$ cat src/rtl/spi_cmd_ctrl.sv
// Command sequencer behind an SPI slave byte interface: decodes the first byte of
// each frame and turns later bytes into write bursts or prefetched read bursts.
module spi_cmd_ctrl #(
  parameter int ADDR_W  = 6,
  parameter int TIMEOUT = 15
) (
  input  logic              clk,
  input  logic              reset_n,
  input  logic              ssel_active,
  input  logic              byte_received,
  input  logic [7:0]        byte_data_received,
  output logic [7:0]        byte_send,
  output logic              byte_send_ready,
  output logic              reg_req,
  output logic              reg_we,
  output logic [ADDR_W-1:0] reg_addr,
  output logic [7:0]        reg_wdata,
  input  logic              reg_ack,
  input  logic [7:0]        reg_rdata,
  input  logic              err_clr,
  output logic              err_overrun,
  output logic              err_timeout,
  output logic              frame_done
);

  typedef enum logic [2:0] {
    IDLE, CMD, WR_WAIT, WR_BUS, RD_BUS, RD_WAIT, DRAIN
  } state_t;

  state_t      state, next_state;
  logic        auto_inc;
  logic [7:0]  tmo_cnt;
  logic        frame_end;
  logic        bus_state;
  logic        tmo_hit;
  logic        bus_done;
  logic        next_req;

  assign frame_end = !ssel_active &&
                     (state inside {CMD, WR_WAIT, WR_BUS, RD_BUS, RD_WAIT});
  assign bus_state = state inside {WR_BUS, RD_BUS, DRAIN};
  assign tmo_hit   = bus_state && !reg_ack && (tmo_cnt == 8'(TIMEOUT - 1));
  assign bus_done  = bus_state && (reg_ack || tmo_hit);
  assign next_req  = next_state inside {WR_BUS, RD_BUS, DRAIN};

  always_ff @(posedge clk or negedge reset_n) begin
    if (!reset_n) state <= IDLE;
    else          state <= next_state;
  end

  // NOTE: next_state gets its default before the case so no path leaves it
  // unassigned; a missing default here would infer a latch.
  always_comb begin
    next_state = state;
    case (state)
      IDLE:    if (ssel_active)   next_state = CMD;
      CMD:     if (byte_received) next_state = byte_data_received[7] ? RD_BUS : WR_WAIT;
      WR_WAIT: if (byte_received) next_state = WR_BUS;
      WR_BUS:  if (bus_done)      next_state = WR_WAIT;
      RD_BUS:  if (bus_done)      next_state = RD_WAIT;
      RD_WAIT: if (byte_received) next_state = RD_BUS;
      DRAIN:   if (bus_done)      next_state = IDLE;
      default:                    next_state = IDLE;
    endcase
    // An outstanding request is never abandoned; it finishes in DRAIN.
    if (frame_end) next_state = (bus_state && !bus_done) ? DRAIN : IDLE;
  end

  // NOTE: all registered state uses non-blocking assignments so every flop
  // samples pre-edge values regardless of statement order.
  always_ff @(posedge clk or negedge reset_n) begin
    if (!reset_n) begin
      byte_send       <= 8'h00;
      byte_send_ready <= 1'b0;
      reg_req         <= 1'b0;
      reg_we          <= 1'b0;
      reg_addr        <= '0;
      reg_wdata       <= 8'h00;
      err_overrun     <= 1'b0;
      err_timeout     <= 1'b0;
      frame_done      <= 1'b0;
      auto_inc        <= 1'b0;
      tmo_cnt         <= 8'h00;
    end else begin
      reg_req    <= next_req;
      reg_we     <= (next_state == WR_BUS) ||
                    (next_state == DRAIN && (state == WR_BUS || reg_we));
      frame_done <= (state != IDLE) && (next_state == IDLE);
      tmo_cnt    <= (bus_state && !reg_ack && !tmo_hit) ? tmo_cnt + 8'd1 : 8'd0;

      if (ssel_active) begin
        if (state == CMD && byte_received) begin
          auto_inc <= byte_data_received[6];
          reg_addr <= byte_data_received[ADDR_W-1:0];
        end
        if (state == WR_WAIT && byte_received)
          reg_wdata <= byte_data_received;
        if (state == WR_BUS && reg_ack)
          reg_addr <= reg_addr + ADDR_W'(auto_inc);
        if (state == RD_BUS) begin
          if (reg_ack) begin
            byte_send       <= reg_rdata;
            byte_send_ready <= 1'b1;
          end else if (tmo_hit) begin
            byte_send       <= 8'hFF;
            byte_send_ready <= 1'b1;
          end
        end
        if (state == RD_WAIT && byte_received) begin
          byte_send_ready <= 1'b0;
          reg_addr        <= reg_addr + ADDR_W'(auto_inc);
        end
      end

      if (frame_end) begin
        byte_send       <= 8'h00;
        byte_send_ready <= 1'b0;
      end

      // A new error event takes priority over a simultaneous clear.
      err_timeout <= tmo_hit || (err_timeout && !err_clr);
      err_overrun <= (byte_received && (state inside {WR_BUS, RD_BUS})) ||
                     (err_overrun && !err_clr);
    end
  end

endmodule

$ cat config.mk
export PLATFORM = sky130hd
export DESIGN_NAME = spi_cmd_ctrl
export DESIGN_NICKNAME = d
export VERILOG_FILES = /design/src/rtl/spi_cmd_ctrl.sv
export SDC_FILE = /design/constraint.sdc
export NUM_CORES = 1
export LEC_CHECK = 0
export CELL_PAD_IN_SITES_DETAIL_PLACEMENT = 0
export CELL_PAD_IN_SITES_GLOBAL_PLACEMENT = 1
export CORE_MARGIN = 2
export CORE_UTILIZATION = 40
export CTS_CLUSTER_DIAMETER = 200
export DETAILED_ROUTE_END_ITERATION = 10
export HOLD_SLACK_MARGIN = 0.02
export PLACE_DENSITY = 0.9
export SETUP_SLACK_MARGIN = 0.02
export SYNTH_ARGS = -nofsm -noshare
export SYNTH_HDL_FRONTEND = slang
export SYNTH_SLANG_ARGS = --single-unit
export TNS_END_PERCENT = 10
$ cat constraint.sdc
create_clock -name clk -period 2.8 [get_ports clk]
set_input_delay 0.56 -clock clk [delete_from_list [all_inputs] [get_ports clk]]
set_output_delay 0.56 -clock clk [all_outputs]
set_load 0.02 [all_outputs]
==> impl_metrics.tcl, run 1 <==
set metrics [dict create \
    vias 1642 \
    viasPerCell 5.20 \
    nets 272 \
    route.met2.wl_um 1970 \
    initial_core_util 0.409 \
    yosysMostFrequentCell "dfrtp_1" \
    wl_met3_um 199 \
    io_buffers 49 \
    post_cts_buffers 0 \
    syn_to_final_growth_pct 30.2 \
    coreArea_um2 5010 \
    ctsHtreeMaxLevel 2 \
    ys_ff_latch 40 \
    final.setup.tns_ns 0 \
    avgSynthCellArea_um2 10.3 \
    fin_crit_sh 0.813 \
    vdd.ir_drop.worst_uv 472 \
    crit_type "reg -> reg" \
    postPlaceCellArea_um2 2590 \
    die_h_um 75.6 \
    synthArstFlopShare 1.00 \
    antenna_found_initial 0 \
    dp_slack_ns 0.279 \
    seq_power_share 0.394 \
    top_layer "met4" \
    first_iter_violations 183 \
    max-slew-margin-rel 0.180 \
    ctsResizeCount 0 \
    p_leak_nw 1.10 \
    ys_types 41 \
    grt_pass1_wl_um 7240 \
    endpoint_kind "flip-flop" \
    rsz0062_at_grt "no" \
    clk_pin_slew_ns 0.08 \
    seq_area_frac_synth 0.488 \
    swShare 0.392 \
    yosys_warnings 0 \
    cts_buffers 5 \
    gp_congestion 0.790 \
    stdcell_area_um2 2670 \
    rows 26 \
    grt_max_degree 41 \
    finalPower_mw 2.50 \
    fillers 497 \
    skew_ns 0.00569 \
    antenna_cells 0 \
    synth-edff-count 0 \
    combPwrFrac 0.463 \
    synth_top_area_frac 0.488 \
    power.share.clock 0.144 \
    wire_per_inst_um 14.0 \
    hpwl_um 3180 \
    p_int_mw 1.52 \
    layout_setup_ws_ns 0.525 \
    hold_violations 0 \
    synth_area_leaders "dfrtp_1, mux2_2, o21ai_0" \
    ctsHoldBuffers 0 \
    netlist_top_cells_count "dfrtp_1, o21ai_0, nand3_1, nor2_1, mux2_2" \
    postSynthCellCount 199 \
    yosys.area.top_type "dfrtp_1" \
    hp-class "in -> async" \
    worst_pin_slew_ns 1.22 \
    die-area_um2 5710 \
    track_usage 0.168 \
    arrival_ns 2.46 \
    drt_wl_total_um 4410 \
    slew_violations 0 \
    yosys_most_used_dff "dfrtp_1" \
    postLayoutCoreUtil 0.532 \
    maxCapViolCount 0 \
    grt_pass1_vias 1584 \
    met1_length_um 2190 \
    clkSinkCount 40 \
    root_buffer "clkbuf_8" \
    drc_errors 0 \
    cts_max_path_buffers 2 \
    die_w_um 75.6 \
    pwr_density_cell_nw_per_um2 935 \
    worstReg2RegStart "state[2]" \
    fmax_mhz 440 \
    clk_latency_ns 0.29 \
    path_max_fanout 15 \
    drtAntennaViolNets 0 \
    cts_tree "built" \
    setup_viol 0 \
    required_ns 2.98 \
    syn_nets 225 \
    crit_path_start "state[2]" \
    syn_area_um2 2050 \
    drive_above_1_share 0.110 \
    fin_crit_ns 2.28 \
    status "completed" \
    ioPinCount 50 \
    cp-start-kind "flip-flop" \
    dr.pass1.iters 4 \
    p_switching_mw 0.977 \
    grt.overflow.total 0 \
]
## critical path: stages, from the launching register on
cell      delay, ns
dfrtp_1        0.65
nand3b_1       0.19
a21boi_2       0.07
o21ai_0        0.95
a21oi_1        0.09
o22a_1         0.22
## stage by stage
step	std cells	hold WS, ns
2_1_floorplan	199	0.264
3_3_place_gp	309	0.488
4_1_cts	316	0.420
3_5_place_dp	309	0.498
5_1_grt	316	0.469
6_report	316	0.383
## flip-flops by register name, indices dropped and copies added (netlist names)
signal / flops
byte_send: 8
reg_wdata: 8
tmo_cnt: 8
reg_addr: 6
state: 3
auto_inc: 1
byte_send_ready: 1
err_overrun: 1
err_timeout: 1
frame_done: 1
reg_req: 1
reg_we: 1
## final timing paths
check,end,slack [ns],cells after the start
max,reg_addr[2],0.52,5
min,reg_wdata[3],0.38,1
max reg2reg,reg_addr[2],0.52,5
min reg2reg,byte_send[5],0.51,2
max in group asynchronous,tmo_cnt[5],1.86,1
min in group clk,byte_send[5],0.51,2
## routing by layer
| metal | vias up | track usage |
|---|---|---|
| met5 | - | 0 |
| met4 | 0 | 0.0585 |
| met3 | 4 | 0.0344 |
| met2 | 38 | 0.251 |
| met1 | 791 | 0.244 |
| li1 | 809 | - |
## power groups by stage
stage | sequential (mW) | clock, mW | combinational, mW
2_1_floorplan | 1.12 | 0 | 0.547
3_3_place_gp | 0.987 | 0 | 1.15
3_5_place_dp | 0.992 | 0 | 1.16
4_1_cts | 0.984 | 0.368 | 1.16
5_1_grt | 1.02 | 0.390 | 1.26
6_report | 0.983 | 0.358 | 1.15
## placed cells by master (no fill, tap or decap), types with 5 or more instances in the layout
cell             synthesis  layout
nand2_1                  7       7
nand3_1                 14      14
nor2_1                  13      13
mux2_2                   9       9
inv_1                    7       7
clkbuf_8                 0       5
xor2_1                   5       5
o21ai_0                 16      16
a21oi_1                  7       7
nor2b_1                  8       8
nand3b_1                 5       5
dfrtp_1                 40      40
clkdlybuf4s50_1          0      48
## cells by family after synthesis
logic type,share of synthesized area
AO/OA/AOI/OAI,0.167
XOR/XNOR,0.0256
adder cells (fa/ha/maj),0.0244
buffers and inverters,0.0433
flip-flops,0.488
multiplexers,0.0690
AND/OR/NAND/NOR,0.183
## layout make-up
cell class | instances | area [µm²] | area share
clock inverters | 1 | 5.00 | 0.00188
flip-flops and latches | 40 | 1000 | 0.375
clock buffers | 6 | 72.6 | 0.0272
multi-input cells | 139 | 960 | 0.360
well taps | 70 | 87.6 | 0.0328
repair buffers | 53 | 515 | 0.193
inverters | 7 | 26.3 | 0.00985
(Power assumes the default switching activity.)
==> inputs of run 2 (changes only) <==
- CORE_UTILIZATION: 40 -> 34
- PLACE_DENSITY: 0.9 -> 0.82
- clock period: 2.8 -> 2 ns (I/O delays scaled with it)
==> impl_metrics.tcl, run 2 (synthesis gave the netlist of run 1 again) <==
set metrics [dict create \
    postLayoutCoreUtil 0.476 \
    vdd.ir_drop.worst_uv 542 \
    antenna_found_initial 0 \
    hpwl_um 3490 \
    grt_pass1_vias 1623 \
    grt_pass1_wl_um 7800 \
    syn_to_final_growth_pct 36.7 \
    crit_type "reg -> reg" \
    io_buffers 49 \
    clk_pin_slew_ns 0.08 \
    max-slew-margin-rel 0.699 \
    cts_buffers 5 \
    top_regs "byte_send (8), reg_wdata (8), tmo_cnt (8)" \
    layout_setup_ws_ns 0.181 \
    dr.pass1.iters 4 \
    rsz0062_at_grt "no" \
    maxCapViolCount 0 \
    die_h_um 81.6 \
    drtAntennaViolNets 0 \
    grt.overflow.total 0 \
    crit_end "reg_req" \
    final_cell_mix "clkdlybuf4s50_1, dfrtp_1, o21ai_0" \
    arrival_ns 2.00 \
    skew_ns 0.00287 \
    antenna_cells 0 \
    pwr_density_cell_nw_per_um2 1330 \
    ctsHtreeMaxLevel 2 \
    dpl.cell_count 325 \
    track_usage 0.152 \
    crit_path_start "state[2]" \
    worst_pin_slew_ns 0.452 \
    setup_viol 0 \
    worstRegToRegCells 5 \
    layout_commonest_cell "clkdlybuf4s50_1" \
    fmax_mhz 550 \
    gp_congestion 0.912 \
    worstReg2RegStart "state[2]" \
    root_buffer "clkbuf_8" \
    nets 283 \
    rows 28 \
    clk_latency_ns 0.29 \
    coreArea_um2 5890 \
    final_cells 333 \
    final.setup.tns_ns 0 \
    required_ns 2.18 \
    clkSinkCount 40 \
    slew_violations 0 \
    viasPerCell 5.08 \
    drc_errors 0 \
    rrSetupSlack_ns 0.18 \
    p_leak_nw 1.17 \
    endpoint_kind "flip-flop" \
    grt_max_degree 24 \
    ioPinCount 50 \
    drive_above_1_share 0.159 \
    wire_per_inst_um 14.3 \
    cts_tree "built" \
    fin_crit_sh 0.910 \
    die-area_um2 6670 \
    cp-start-kind "flip-flop" \
    post_cts_buffers 0 \
    initial_core_util 0.348 \
    first_iter_violations 65 \
    fin_crit_ns 1.82 \
    r2r-end "reg_req" \
    die_w_um 81.6 \
    vias 1693 \
    hold_violations 0 \
    status "completed" \
    path_max_fanout 11 \
    cts_max_path_buffers 2 \
    hp-class "in -> async" \
    dp_slack_ns 0.0159 \
    drt_wl_total_um 4760 \
    holdWs_ns 0.0478 \
]
## run 2: changes by cell type in the layout (fill, tap and decap cells not counted), sizes merged
| cell | previous run | this run |
|---|---|---|
| buf | 5 | 16 |
| bufinv | 0 | 1 |
## run 2: worst min-delay path by stage
stage / from / endpoint / slack, ns
after global routing: reset_n / tmo_cnt[2] / 0.06
after detailed placement: reset_n / tmo_cnt[2] / 0.37
final: reset_n / tmo_cnt[2] / 0.05
after CTS: reset_n / tmo_cnt[2] / 0.05
after global placement: reset_n / tmo_cnt[3] / 0.37
after floorplan: reset_n / auto_inc / 0.10
## run 2: timing repair
item | CTS | global route
endpoints found under the setup margin | 0 | 2
hold buffers | 0 | 0
endpoints found under the hold margin | 0 | 0
gates resized for setup | 0 | 2
## run 2: cell type report
cell class / count / area [µm²]
fillers: 578 / 3080
flip-flops and latches: 40 / 1000
multi-input cells: 139 / 960
repair buffers: 64 / 611
well taps: 75 / 93.8
clock buffers: 6 / 72.6
clock inverters: 2 / 35.0
inverters: 7 / 26.3
## run 2: metrics by stage
step           power [mW]  cell area, µm²
2_1_floorplan        2.33            2050
3_3_place_gp         3.08            2690
3_5_place_dp         3.09            2690
4_1_cts              3.76            2800
5_1_grt              3.99            2800
6_report             3.72            2800
## run 2: power by group
group          internal [mW]  switching [mW]  leakage (nW)  total (mW)
sequential              1.09           0.276         0.517        1.37
combinational          0.860           0.842         0.594        1.70
clock                  0.370           0.280        0.0552       0.650
total                   2.32            1.40          1.17        3.72
## run 2: metal layers
layer | share of wire | vias to the layer above | track usage | wire length (µm)
li1 | - | 830 | - | -
met1 | 0.48 | 823 | 0.217 | 2270
met2 | 0.47 | 34 | 0.228 | 2250
met3 | 0.037 | 6 | 0.0330 | 175
met4 | 0.012 | 0 | 0.0533 | 59
met5 | 0 | - | 0 | 0
## run 2: critical path, stage by stage (launching register included)
cell,delay [ns]
dfrtp_1,0.51
nand3b_1,0.24
a311oi_1,0.35
a211oi_2,0.09
or3_1,0.33
o211a_1,0.21
==> inputs of run 3 (changes only) <==
- CTS_CLUSTER_SIZE: unset -> 24
==> results of run 3 <==
The final DEF is identical to that of run 2; final timing and power are the same.
